## src/rtl/branch_resolve_tracker_pkg.sv

```systemverilog
`timescale 1ns/1ps
`default_nettype none
// ============================================================================
// bp_pkg : shared types and default constants for branch_resolve_tracker
// Revision: 1.0
// ============================================================================
package bp_pkg;

  typedef enum logic [0:0] {
    ST_IDLE  = 1'b0,
    ST_FLUSH = 1'b1
  } bp_state_e;

  localparam int BP_DEPTH        = 4;
  localparam int BP_FLUSH_CYCLES = 2;
  localparam int BP_CNT_W        = 16;

endpackage
`default_nettype wire

```

## src/rtl/bp_pred_fifo.sv

```systemverilog
`timescale 1ns/1ps
`default_nettype none
// ============================================================================
// bp_pred_fifo : 1-bit synchronous FIFO of predicted outcomes; clear beats push
// Revision: 1.0
// ============================================================================
module bp_pred_fifo #(
  parameter int DEPTH = 4
) (
  input  logic                       clk,
  input  logic                       reset,
  input  logic                       push_i,
  input  logic                       pop_i,
  input  logic                       clear_i,
  input  logic                       data_i,
  output logic                       data_o,
  output logic [$clog2(DEPTH):0]     count_o,
  output logic                       full_o,
  output logic                       empty_o
);

  localparam int PW = $clog2(DEPTH);
  localparam int CW = PW + 1;

  logic [DEPTH-1:0] mem_q;
  logic [PW-1:0]    wr_ptr_q;
  logic [PW-1:0]    rd_ptr_q;
  logic [CW-1:0]    cnt_q;
  logic             do_push;
  logic             do_pop;

  assign full_o  = (cnt_q == CW'(DEPTH));
  assign empty_o = (cnt_q == '0);
  assign do_push = push_i && !full_o;
  assign do_pop  = pop_i && !empty_o;
  assign data_o  = mem_q[rd_ptr_q];
  assign count_o = cnt_q;

  always_ff @(posedge clk or posedge reset) begin
    if (reset) begin
      wr_ptr_q <= '0;
      rd_ptr_q <= '0;
      cnt_q    <= '0;
    end else if (clear_i) begin
      wr_ptr_q <= '0;
      rd_ptr_q <= '0;
      cnt_q    <= '0;
    end else begin
      if (do_push) wr_ptr_q <= wr_ptr_q + PW'(1);
      if (do_pop)  rd_ptr_q <= rd_ptr_q + PW'(1);
      cnt_q <= cnt_q + CW'(do_push) - CW'(do_pop);
    end
  end

  // Storage needs no reset: entries are only read when the count says valid.
  always_ff @(posedge clk) begin
    if (do_push && !clear_i) mem_q[wr_ptr_q] <= data_i;
  end

endmodule
`default_nettype wire

```

## src/rtl/branch_resolve_tracker.sv

```systemverilog
`timescale 1ns/1ps
`default_nettype none
// ============================================================================
// branch_resolve_tracker : matches predictions to resolutions, trains the
// predictor and flushes the pipeline on a misprediction.   Revision: 1.0
// ============================================================================
module branch_resolve_tracker
  import bp_pkg::*;
#(
  parameter int DEPTH        = BP_DEPTH,
  parameter int CNT_W        = BP_CNT_W,
  parameter int FLUSH_CYCLES = BP_FLUSH_CYCLES
) (
  input  logic                       clk,
  input  logic                       reset,
  input  logic                       pred_valid,
  input  logic                       pred_taken,
  output logic                       pred_ready,
  input  logic                       res_valid,
  input  logic                       res_taken,
  output logic                       branch,
  output logic                       update,
  output logic                       mispredict,
  output logic                       flush,
  output logic [$clog2(DEPTH):0]     outstanding,
  output logic [CNT_W-1:0]           total_cnt,
  output logic [CNT_W-1:0]           miss_cnt
);

  localparam int FCW = $clog2(FLUSH_CYCLES) + 1;

  bp_state_e        state_q, state_d;
  logic [FCW-1:0]   fcnt_q, fcnt_d;
  logic             fifo_full;
  logic             fifo_empty;
  logic             fifo_head;
  logic             do_push;
  logic             do_resolve;
  logic             wrong;
  logic             update_q;
  logic             branch_q;
  logic             mispredict_q;
  logic [CNT_W-1:0] total_q;
  logic [CNT_W-1:0] miss_q;

  assign pred_ready = !reset && (state_q == ST_IDLE) && !fifo_full;
  assign do_push    = pred_valid && pred_ready;
  assign do_resolve = res_valid && (state_q == ST_IDLE) && !fifo_empty;
  assign wrong      = do_resolve && (fifo_head != res_taken);

  bp_pred_fifo #(
    .DEPTH   (DEPTH)
  ) u_fifo (
    .clk     (clk),
    .reset   (reset),
    .push_i  (do_push),
    .pop_i   (do_resolve),
    .clear_i (wrong),
    .data_i  (pred_taken),
    .data_o  (fifo_head),
    .count_o (outstanding),
    .full_o  (fifo_full),
    .empty_o (fifo_empty)
  );

  always_ff @(posedge clk or posedge reset) begin
    if (reset) begin
      state_q <= ST_IDLE;
      fcnt_q  <= '0;
    end else begin
      state_q <= state_d;
      fcnt_q  <= fcnt_d;
    end
  end

  // Flush lasts FLUSH_CYCLES cycles: counter runs FLUSH_CYCLES-1 down to 0.
  always_comb begin
    state_d = state_q;
    fcnt_d  = fcnt_q;
    case (state_q)
      ST_IDLE: begin
        if (wrong) begin
          state_d = ST_FLUSH;
          fcnt_d  = FCW'(FLUSH_CYCLES - 1);
        end
      end
      ST_FLUSH: begin
        if (fcnt_q == '0) state_d = ST_IDLE;
        else              fcnt_d  = fcnt_q - FCW'(1);
      end
      default: state_d = ST_IDLE;
    endcase
  end

  always_ff @(posedge clk or posedge reset) begin
    if (reset) begin
      update_q     <= 1'b0;
      branch_q     <= 1'b0;
      mispredict_q <= 1'b0;
      total_q      <= '0;
      miss_q       <= '0;
    end else begin
      update_q     <= do_resolve;
      mispredict_q <= wrong;
      if (do_resolve) begin
        branch_q <= res_taken;
        if (total_q != '1) total_q <= total_q + CNT_W'(1);
      end
      if (wrong && (miss_q != '1)) miss_q <= miss_q + CNT_W'(1);
    end
  end

  assign update     = update_q;
  assign branch     = branch_q;
  assign mispredict = mispredict_q;
  assign flush      = (state_q == ST_FLUSH);
  assign total_cnt  = total_q;
  assign miss_cnt   = miss_q;

endmodule
`default_nettype wire
```

## config.mk

```make
export PLATFORM = sky130hd
export DESIGN_NAME = branch_resolve_tracker
export DESIGN_NICKNAME = d
export VERILOG_FILES = /design/src/rtl/branch_resolve_tracker_pkg.sv /design/src/rtl/bp_pred_fifo.sv /design/src/rtl/branch_resolve_tracker.sv
export SDC_FILE = /design/constraint.sdc
export NUM_CORES = 1
export LEC_CHECK = 0
export CAP_MARGIN = 10
export CORE_MARGIN = 1.5
export CORE_UTILIZATION = 50
export DETAILED_ROUTE_END_ITERATION = 8
export PLACE_DENSITY = 0.78
export SLEW_MARGIN = 5
export SYNTH_ARGS = -nofsm -noshare
export SYNTH_HDL_FRONTEND = slang
export SYNTH_SLANG_ARGS = --single-unit
```

## constraint.sdc

```tcl
create_clock -name clk -period 2.8 [get_ports clk]
set_input_delay 0.56 -clock clk [delete_from_list [all_inputs] [get_ports clk]]
set_output_delay 0.56 -clock clk [all_outputs]
set_load 0.01 [all_outputs]
```

# Word level (Yosys, flattened, before mapping)
# Cells that the tools add are included.
[op_classes]
bitwise_logic = 1
order_cmp = 3
mux = 16
n_reduce_logical = 21
n_eq_ne = 6
addsub = 7
[op_table]
columns = ["operator", "count"]
rows = [
  ["$add A16 B1 Y16 const B", 2],
  ["$ne A16 B16 Y1 const B", 2],
  ["$mux W2", 6],
  ["$logic_and A1 B1 Y1", 11],
  ["$lt A2 B3 Y1 const B", 2],
  ["$add A2 B1 Y2 const B", 2],
  ["$bwmux W4", 1],
  ["$logic_not A1 Y1", 4],
  ["$mux W1", 4],
  ["$pmux W2 S2", 1],
  ["$reduce_and A2 Y1", 2],
  ["$reduce_bool A2 Y1", 2],
  ["$add A3 B1 Y3", 1],
  ["$eq A3 B3 Y1 const B", 1],
  ["$logic_not A3 Y1", 1],
  ["$mux W3", 1],
  ["$sub A3 B1 Y3", 1],
  ["$bmux W1 S2", 1],
  ["$demux W1 S2", 1],
  ["$ge A2 B1 Y1 const B", 1],
  ["$logic_not A2 Y1", 1],
  ["$ne A2 B1 Y1 const B", 1],
  ["$ne A2 B2 Y1 const B", 1],
  ["$pmux W1 S2", 1],
  ["other kinds (3)", 3],
]
[word_totals]
register_bits = 49
wordCells = 65
inputBits = 6
out_inout_bits = 40

# Depth between registers and ports, before layout
# Gate-level depths: netlist of the first run.
[logic_depth]
word_depth = 8
ltp_mapped = 12
mapped_depth_nobuf = 11

# Hierarchy
# A second synthesis of the first run with hierarchy kept.
[hier_totals]
cells_unflattened = 219
area_unflattened_um2 = 2472.4
[by_module_without_submodules]
columns = ["module", "seq_area_each_um2", "cells_each", "area_per_inst_um2", "n_inst"]
rows = [
  ["branch_resolve_tracker", 950.9, 166, 1869.3, 1],
  ["bp_pred_fifo", 295.3, 53, 603.1, 1],
]

# Worst setup path after synthesis of the first run
# No wires, ideal clock.
[synth_timing]
kind = "input port to flip-flop"
from = "input res_valid"
to = "register u_fifo.cnt_q[2], in the netlist u_fifo.count_o[2]"
arrival_ps = 2216
setup_time_ps = 119
path_buffers = 1
cell_stages = 12
setup_slack_ps = 465
required_time_ps = 2681
cell_sequence = "nand2b_1 or2_1 buf_2 inv_2 ha_1 inv_1 ha_1 inv_1 fa_1 xor2_1 xnor2_1 nor2_1"
[synth_via]
elab_chain_len = 5
elab_cells_between_ends = 6
classes_between = "add/sub (1); mux (1); reduce/logical (4)"
[synth_lines]
columns = ["item", "line_no", "rtl"]
rows = [
  ["start, declared", "branch_resolve_tracker.sv:19", "input logic res_valid,"],
  ["$logic_and A1 B1 Y1 * (2 in a row)", "branch_resolve_tracker.sv:48", "assign do_resolve = res_valid && (state_q == ST_IDLE) && !fifo_empty;"],
  ["via do_resolve", "branch_resolve_tracker.sv:38", "logic do_resolve;"],
  ["$logic_and A1 B1 Y1", "bp_pred_fifo.sv:35", "assign do_pop = pop_i && !empty_o;"],
  ["$sub A3 B1 Y3", "bp_pred_fifo.sv:51", "cnt_q <= cnt_q + CW'(do_push) - CW'(do_pop);"],
  ["$mux W3 *", "bp_pred_fifo.sv:44", "end else if (clear_i) begin"],
  ["end signal, assigned", "bp_pred_fifo.sv:51", ""],
  ["end, declared", "bp_pred_fifo.sv:28", "logic [CW-1:0] cnt_q;"],
]
# The timed path passes the listed nets; every way through them passes the cells marked *.
# A chain may end at the register's enable or synchronous reset.

# Worst setup path after layout of the first run
[layout_timing]
from = "input reset"
to = "output pred_ready"
[layout_via]
elab_chain_len = 3
[layout_lines]
columns = ["item", "line_no", "rtl"]
rows = [
  ["start, declared", "branch_resolve_tracker.sv:15", "input logic reset,"],
  ["$logic_not A1 Y1 (no source line)", "--", ""],
  ["$logic_and A1 B1 Y1 (2 in a row)", "branch_resolve_tracker.sv:46", "assign pred_ready = !reset && (state_q == ST_IDLE) && !fifo_full;"],
  ["end, declared", "branch_resolve_tracker.sv:18", "output logic pred_ready,"],
]
# No other way between the ends.

==> flow_summary.yaml, run 1 <==
logic_synthesis:
  synth_top_area_share_pct: 48.2
  async_flop_share_pct: 91.8
  netlist_area_sq_um: 2330
  ys_ff_latch: 49
  synth_most_common_cell: "dfrtp_1"
  netlist.top_cell.by_area: "dfrtp_1"
  synth_seq_area_share_pct: 53.4
  post_synth.cell_area_avg_sq_um: 11.1
  synth_edf_count: 4
  yosysUniqueCellTypes: 39
  synthTopCellsByArea: "dfrtp_1, xnor2_1, edfxtp_1, xor2_1, ha_1"
  ys.flop_type: "dfrtp_1"
  synth_common_cells: "dfrtp_1, nand2_1, xnor2_1"
  yosysWarnings: 0
  syn-num-nets: 226
  syn_inst: 210
routing:
  dr_wl_met2_mm: 2.18
  drt_iter0_drc: 51
  wl_met3_microns: 188
  vias: 1668
  ant_nets: 0
  viasPerCell: 5.26
  top_layer_used: "met4"
  drt-met1-wl_mm: 2.07
  avgRoutedWirePerCell_microns: 14.1
  drc: 0
  first_pass_iters: 4
  routed_wl_mm: 4.48
finish:
  nets: 281
  final_cell_area_sq_um: 2960
  num-fill-cells: 353
  fin_cells: 317
  syn2layout_area_growth_pct: 26.7
  diodes: 0
  fin_util_pct: 67.0
  drive_gt1_share_pct: 8.30
setup_path:
  cp-start-kind: "input port"
  critical_path.max_fanout: 3
  worst_r2r_path_depth: 11
  required_ns: 2.24
  r2r-end: "u_fifo.count_o[2]"
  rr_startpoint: "u_fifo.count_o[2]"
  crit_type: "input port to primary output"
  end_kind: "primary output"
  reg2reg_slack_ns: 0.52
  arrival_ns: 1.95
sta:
  setup-tns-final_ns: 0
  finalMaxSlewViolations: 0
  hold_viol_final: 0
  fin_skew_ns: 0.00670
  relSlewSlack_pct: 62.7
  setup_viol: 0
  hold_slack_ns: 0.491
  fin_crit_sh_pct: 89.7
  fmax_mhz: 398
  rsz0062_at_grt: "no"
  finalCriticalPeriod_ns: 2.51
  fin_ws_ns: 0.288
  worst_pin_slew_ns: 0.560
placement:
  place_hpwl_mm: 3.19
  place_ws_ns: 0.0467
  dp.cells: 310
  place_area_sq_um: 2870
  portBuffers: 45
  place.gp.congestion: 0.841
die:
  initial_utilization_pct: 52.9
  coreArea_sq_um: 4410
  ioPinCount: 46
  die_w_microns: 71.3
  rows: 24
  die_h_microns: 71.3
  die-area_sq_um: 5090
clock_network:
  cts.repair.resized: 0
  clock_path_buffers: 2
  hold_buffers: 0
  cts_buffers: 5
  clock_latency_ns: 0.30
  clk_pin_slew_worst_paths_ns: 0.08
  cts.htree.levels: 2
  clock_sinks: 49
  ctsRootBufferMaster: "clkbuf_8"
  postCtsSetupBuffers: 0
  cts_tree: "built"
hold_path:
  hp-class: "flop to flop"
  holdPathStages: 1
  hold_end: "miss_cnt[15]"
  min_from: "miss_cnt[15]"
global_routing:
  antenna_found_initial: 0
  grt_pass1_wl_mm: 7.79
  grt_pass1_vias: 1720
  overflow: 0
  grt_max_degree: 46
  grtUsageTotal_pct: 19.3
flow_run:
  maxCapViolCount: 0
power_and_ir_drop:
  vdd_drop_max_mv: 0.417
  power_density_nw_per_um2: 836
  total_power_mw: 2.47
  p_leak_nw: 1.31
status:
  status: "complete, no violations"
==> kinds of logic after synthesis <==
group,synth area share [%]
mux,2.41
buf+inv,2.63
simple gates,19.7
flops,53.4
fa+ha+maj,5.68
xor+xnor,12.0
compound gates,4.29
==> layout by cell type, fill, tap and decap left out, types with 9 or more instances in the layout <==
cell             instances
dfrtp_1                 45
clkdlybuf4s50_1         45
nand2_1                 27
xnor2_1                 17
nor2_1                  13
xor2_1                  13
nand3_1                 12
inv_1                    9
ha_1                     9
==> flip-flops by register name, summed over array words and instances (netlist names), 2 cells and up <==
name             cells
miss_cnt            16
u_fifo.rd_ptr_q      2
u_fifo.mem_q         4
total_cnt           16
u_fifo.count_o       3
u_fifo.wr_ptr_q      2
fcnt_q               2
==> worst max-delay path by stage <==
stage                         start           endpoint  slack [ns]
after global routing          reset         pred_ready        0.19
after floorplan           res_valid  u_fifo.count_o[2]        0.46
after global placement    res_valid  u_fifo.count_o[2]        0.12
after detailed placement  res_valid  u_fifo.count_o[2]        0.05
final                         reset         pred_ready        0.29
after CTS                     reset         pred_ready        0.28
==> area by class of cell <==
class                      count  area, sq um  share of cell area, %
clock buffer                   7         86.3                   2.92
inverter                      12         45.0                   1.52
multi-input combinational    147         1030                   34.7
sequential                    49         1250                   42.1
tap                           52         65.1                   2.20
timing repair buffer          50          488                   16.5
==> where the power goes <==
| group | internal [mW] | switching [mW] |
|---|---|---|
| Clock | 0.196 | 0.221 |
| Combinational | 0.522 | 0.443 |
| Sequential | 0.895 | 0.196 |
| Total | 1.61 | 0.860 |
==> metal layers <==
| metal | vias up | global-route usage [%] |
|---|---|---|
| li1 | 820 | - |
| met2 | 38 | 32.0 |
| met3 | 4 | 4.92 |
| met1 | 806 | 25.7 |
| met5 | - | 0 |
| met4 | 0 | 4.61 |
==> worst max-delay path, stage by stage <==
cell	delay, ns
clkdlybuf4s50_1	0.43
a211oi_1	0.35
clkdlybuf4s50_1	0.61
Power figures use the tool's default switching activity.
==> run 2: changes to the inputs <==
- CTS_CLUSTER_DIAMETER: default -> 50
- GPL_TIMING_DRIVEN: default -> 0
==> run 2 against run 1 <==
Routed wire length decreased by 1.7%. Non-clock buffer count decreased by 2. Critical path type is now input port to flop. Design area about the same. Critical endpoint is now u_fifo.count_o[2]. Combinational power decreased by 2%. Largest cell class unchanged.
==> flow_summary.yaml, run 2 (same netlist as run 1, synthesis figures left out) <==
finish:
  seq_area_sq_um: 1250
  layout_common_cells: "dfrtp_1, clkdlybuf4s50_1, nand2_1"
  fin_util_pct: 67.0
  final_cell_area_sq_um: 2960
  nets: 279
  syn2layout_area_growth_pct: 26.7
  drive_gt1_share_pct: 8.71
  multiInputGateArea_sq_um: 1030
  diodes: 0
  num-fill-cells: 349
sta:
  fmax_mhz: 379
  fin_skew_ns: 0.00890
  fin_crit_sh_pct: 94.3
  worst_pin_slew_ns: 0.744
  relSlewSlack_pct: 49.9
  hold_slack_ns: 0.489
  fin_ws_ns: 0.160
  hold_viol_final: 0
  finalMaxSlewViolations: 0
  setup_viol: 0
  rsz0062_at_grt: "no"
  finalCriticalPeriod_ns: 2.64
global_routing:
  grt_pass1_vias: 1607
  grtUsageTotal_pct: 18.8
  overflow: 0
  grt_max_degree: 35
  antenna_found_initial: 0
  grt_pass1_wl_mm: 7.47
die:
  coreArea_sq_um: 4410
  ioPinCount: 46
  initial_utilization_pct: 52.9
  rows: 24
  die_w_microns: 71.3
  die_h_microns: 71.3
  die-area_sq_um: 5090
setup_path:
  required_ns: 2.99
  cp-start-kind: "input port"
  critical_path.max_fanout: 10
  end_kind: "flop"
  arrival_ns: 2.83
  crit_type: "input port to flop"
power_and_ir_drop:
  combPwrFrac_pct: 38.7
  netSwitchingFraction_pct: 35.2
  p_leak_nw: 1.30
  p_clk_share_pct: 16.9
  power_density_nw_per_um2: 826
  total_power_mw: 2.44
  switching_power_mw: 0.862
  seqPwrFrac_pct: 44.4
  p_int_mw: 1.58
  vdd_drop_max_mv: 0.488
routing:
  vias: 1676
  drt_iter0_drc: 84
  avgRoutedWirePerCell_microns: 13.9
  first_pass_iters: 4
  routed_wl_mm: 4.41
  viasPerCell: 5.30
  drc: 0
  ant_nets: 0
clock_network:
  clock_path_buffers: 2
  hold_buffers: 0
  ctsRootBufferMaster: "clkbuf_8"
  clock_latency_ns: 0.31
  clock_sinks: 49
  cts.htree.levels: 2
  cts_tree: "built"
  postCtsSetupBuffers: 0
  cts.repair.resized: 0
  clk_pin_slew_worst_paths_ns: 0.09
  cts_buffers: 5
placement:
  portBuffers: 45
  place_hpwl_mm: 3.24
  place_ws_ns: -0.217
  place.gp.congestion: 0.794
  place_area_sq_um: 2870
flow_run:
  maxCapViolCount: 0
status:
  status: "complete, no violations"
hold_path:
  hp-class: "flop to flop"
-- run 2: cell types whose count changed in the layout (fill, tap and decap cells not counted) --
cell,delta
buf_12,+1
buf_2,+1
buf_4,-5
buf_6,+1
clkbuf_1,-1
clkbuf_8,-1
clkinv_1,-1
clkinv_2,+2
clkinvlp_4,+1
inv_4,+1
-- run 2: layout make-up --
class,instances,share of cell area [%]
buffer,2,0.550
inverter,12,1.61
sequential,49,42.1
multi-input combinational,147,34.7
clock buffer,5,2.33
clock inverter,3,0.592
tap,52,2.20
timing repair buffer,46,15.9
-- run 2: per-stage QoR --
| step | std cells | setup TNS [ns] |
|---|---|---|
| 2_1_floorplan | 210 | 0 |
| 3_3_place_gp | 307 | -0.167 |
| 3_5_place_dp | 308 | -0.217 |
| 4_1_cts | 316 | 0 |
| 5_1_grt | 316 | 0 |
| 6_report | 316 | 0 |
-- run 2: per-layer routing --
metal,global-route usage (%),part of all wire [%]
met1,24.6,47
met2,30.1,47
met3,5.77,5.2
met4,6.29,1.4
met5,0,0
-- run 2: worst paths after layout --
path | depth (start not counted) | end | startpoint | slack (ns)
worst min register to register | 2 | branch | branch | 0.49
worst max-delay path | 13 | u_fifo.count_o[2] | res_valid | 0.16
worst min-delay path | 2 | branch | branch | 0.49
worst max register to register | 12 | u_fifo.count_o[2] | u_fifo.count_o[2] | 0.28
max in group asynchronous | 3 | fcnt_q[1] | reset | 1.79
min in group asynchronous | 2 | miss_cnt[13] | reset | 0.55
-- run 2: worst max-delay path: stages --
cell	delay, ns
clkdlybuf4s50_1	0.48
nand2b_1	0.07
or2_1	0.22
buf_2	0.17
inv_4	0.11
ha_1	0.23
inv_1	0.06
ha_1	0.14
inv_1	0.05
fa_1	0.37
xor2_1	0.18
xnor2_1	0.14
nor2_1	0.05
-- run 2: power groups by stage --
stage          logic, mW  clock network, mW  registers (mW)
2_1_floorplan      0.502                  0            1.13
3_3_place_gp       0.927                  0            1.10
3_5_place_dp       0.956                  0            1.10
4_1_cts            0.964              0.424            1.09
5_1_grt             1.05              0.456            1.12
6_report           0.946              0.414            1.08
==> run 3: changes to the inputs <==
- PLACE_DENSITY: 0.78 -> 0.82
==> run 3 against run 2 <==
First-iteration DRC count shrank 14%. Register-to-register slack lost 0.04 ns. Sequential share of layout area is the same. Setup slack gained 0.0043 ns. Core utilization is the same.
==> flow_summary.yaml, run 3 (same netlist as run 1, synthesis figures left out) <==
setup_path:
  crit_path_top_delay_cell: "clkdlybuf4s50_1"
  slowest_delay_ns: 0.49
  cp_top_family: "buffers and inverters"
  cp-start-kind: "input port"
  cp_num_buf_inv: 5
  critical_path.max_fanout: 10
  arrival_ns: 2.83
  cp_cell_sequence: "clkdlybuf4s50_1 -> nand2b_1 -> or2_1 -> buf_2 -> inv_4 -> ha_1 -> inv_1 -> ha_1 -> inv_1 -> fa_1 -> xor2_1 -> xnor2_1 -> nor2_1"
  required_ns: 3.00
  crit_type: "input port to flop"
  end_kind: "flop"
finish:
  layout_common_cells: "dfrtp_1, clkdlybuf4s50_1, nand2_1"
  final_cell_area_sq_um: 2960
  num-fill-cells: 349
  drive_gt1_share_pct: 8.71
  nets: 279
  diodes: 0
  syn2layout_area_growth_pct: 26.7
global_routing:
  grt_pass1_wl_mm: 7.31
  grt_max_degree: 33
  antenna_found_initial: 0
  overflow: 0
  grt_pass1_vias: 1524
  grtUsageTotal_pct: 18.4
clock_network:
  clock_path_buffers: 2
  cts.htree.levels: 2
  clk_pin_slew_worst_paths_ns: 0.09
  ctsRootBufferMaster: "clkbuf_8"
  clock_latency_ns: 0.30
  hold_buffers: 0
  cts_tree: "built"
  cts_buffers: 5
  clock_sinks: 49
power_and_ir_drop:
  switching_power_mw: 0.869
  power_density_nw_per_um2: 829
  seqPwrFrac_pct: 44.3
  p_int_mw: 1.58
  netSwitchingFraction_pct: 35.5
  vdd_drop_max_mv: 0.489
  total_power_mw: 2.45
  p_clk_share_pct: 16.6
  p_leak_nw: 1.30
  combPwrFrac_pct: 39.1
routing:
  drc: 0
  avgRoutedWirePerCell_microns: 13.8
  drt_iter0_drc: 72
  ant_nets: 0
  first_pass_iters: 4
  viasPerCell: 5.36
  vias: 1693
  routed_wl_mm: 4.35
sta:
  relSlewSlack_pct: 52.6
  hold_viol_final: 0
  fmax_mhz: 379
  setup_viol: 0
  finalCriticalPeriod_ns: 2.64
  finalMaxSlewViolations: 0
  fin_skew_ns: 0.00291
  worst_pin_slew_ns: 0.704
  fin_crit_sh_pct: 94.1
  rsz0062_at_grt: "no"
status:
  status: "complete, no violations"
flow_run:
  maxCapViolCount: 0
hold_path:
  hp-class: "flop to flop"
placement:
  place.gp.congestion: 0.813
  portBuffers: 45
  place_hpwl_mm: 3.23
  place_area_sq_um: 2870
die:
  initial_utilization_pct: 52.9
  rows: 24
  die-area_sq_um: 5090
  coreArea_sq_um: 4410
  ioPinCount: 46
  die_h_microns: 71.3
  die_w_microns: 71.3
## run 3: cell counts in the layout (fill, tap and decap cells not counted)
No cell type changed its count.
## run 3: final timing paths
check	end	cells after the start	from	slack [ns]
max in group asynchronous	miss_cnt[2]	3	reset	1.76
min in group asynchronous	mispredict	2	reset	0.57
setup / recovery	u_fifo.count_o[2]	13	res_valid	0.16
hold / removal	total_cnt[12]	1	total_cnt[12]	0.49
hold reg to reg	total_cnt[12]	1	total_cnt[12]	0.49
setup reg to reg	u_fifo.count_o[2]	12	u_fifo.count_o[2]	0.24
## run 3: per-stage QoR
step | hold WS (ns) | setup slack, ns | TNS (ns) | utilization (%) | cells
5_1_grt | 0.504 | 0.00315 | 0 | 67.0 | 316
2_1_floorplan | 0.507 | 0.465 | 0 | - | 210
6_report | 0.489 | 0.164 | 0 | 67.0 | 316
3_3_place_gp | 0.471 | -0.174 | -0.174 | 64.6 | 307
4_1_cts | 0.494 | 0.112 | 0 | 67.0 | 316
3_5_place_dp | 0.474 | -0.208 | -0.208 | 65.0 | 308
## run 3: cell type report
class | count | area [sq um] | area share [%]
Tap cell | 52 | 65.1 | 2.20
Sequential cell | 49 | 1250 | 42.1
Clock buffer | 5 | 68.8 | 2.33
Multi-Input combinational cell | 147 | 1030 | 34.7
Buffer | 2 | 16.3 | 0.550
Timing Repair Buffer | 46 | 470 | 15.9
Inverter | 12 | 47.5 | 1.61
Clock inverter | 3 | 17.5 | 0.592
## run 3: what timing repair did
item,4_1_cts,5_1_grt
setup endpoints to repair,0,1
setup buffers,0,0
gates resized for setup,0,1
## run 3: power groups by stage
stage / Combinational, mW / Clock [mW] / Sequential (mW)
5_1_grt: 1.07 / 0.447 / 1.12
2_1_floorplan: 0.502 / 0 / 1.13
6_report: 0.958 / 0.408 / 1.09
4_1_cts: 0.972 / 0.419 / 1.09
3_3_place_gp: 0.923 / 0 / 1.09
3_5_place_dp: 0.970 / 0 / 1.10
## run 3: routing by layer
layer	global-route usage (%)	vias up	wire (microns)	share of wire, %
met1	24.0	826	1980	46
met4	7.34	0	66	1.5
met3	4.64	6	194	4.5
li1	-	824	-	-
met2	29.6	37	2100	48
met5	0	-	0	0
## run 3: worst reg2reg max path, stage by stage, from the launching register on
cell     delay (ns)
dfrtp_1        0.42
nor3_1         0.38
or2_1          0.15
buf_2          0.18
inv_4          0.08
ha_1           0.27
inv_1          0.05
ha_1           0.12
inv_1          0.05
fa_1           0.39
xor2_1         0.17
xnor2_1        0.14
nor2_1         0.05
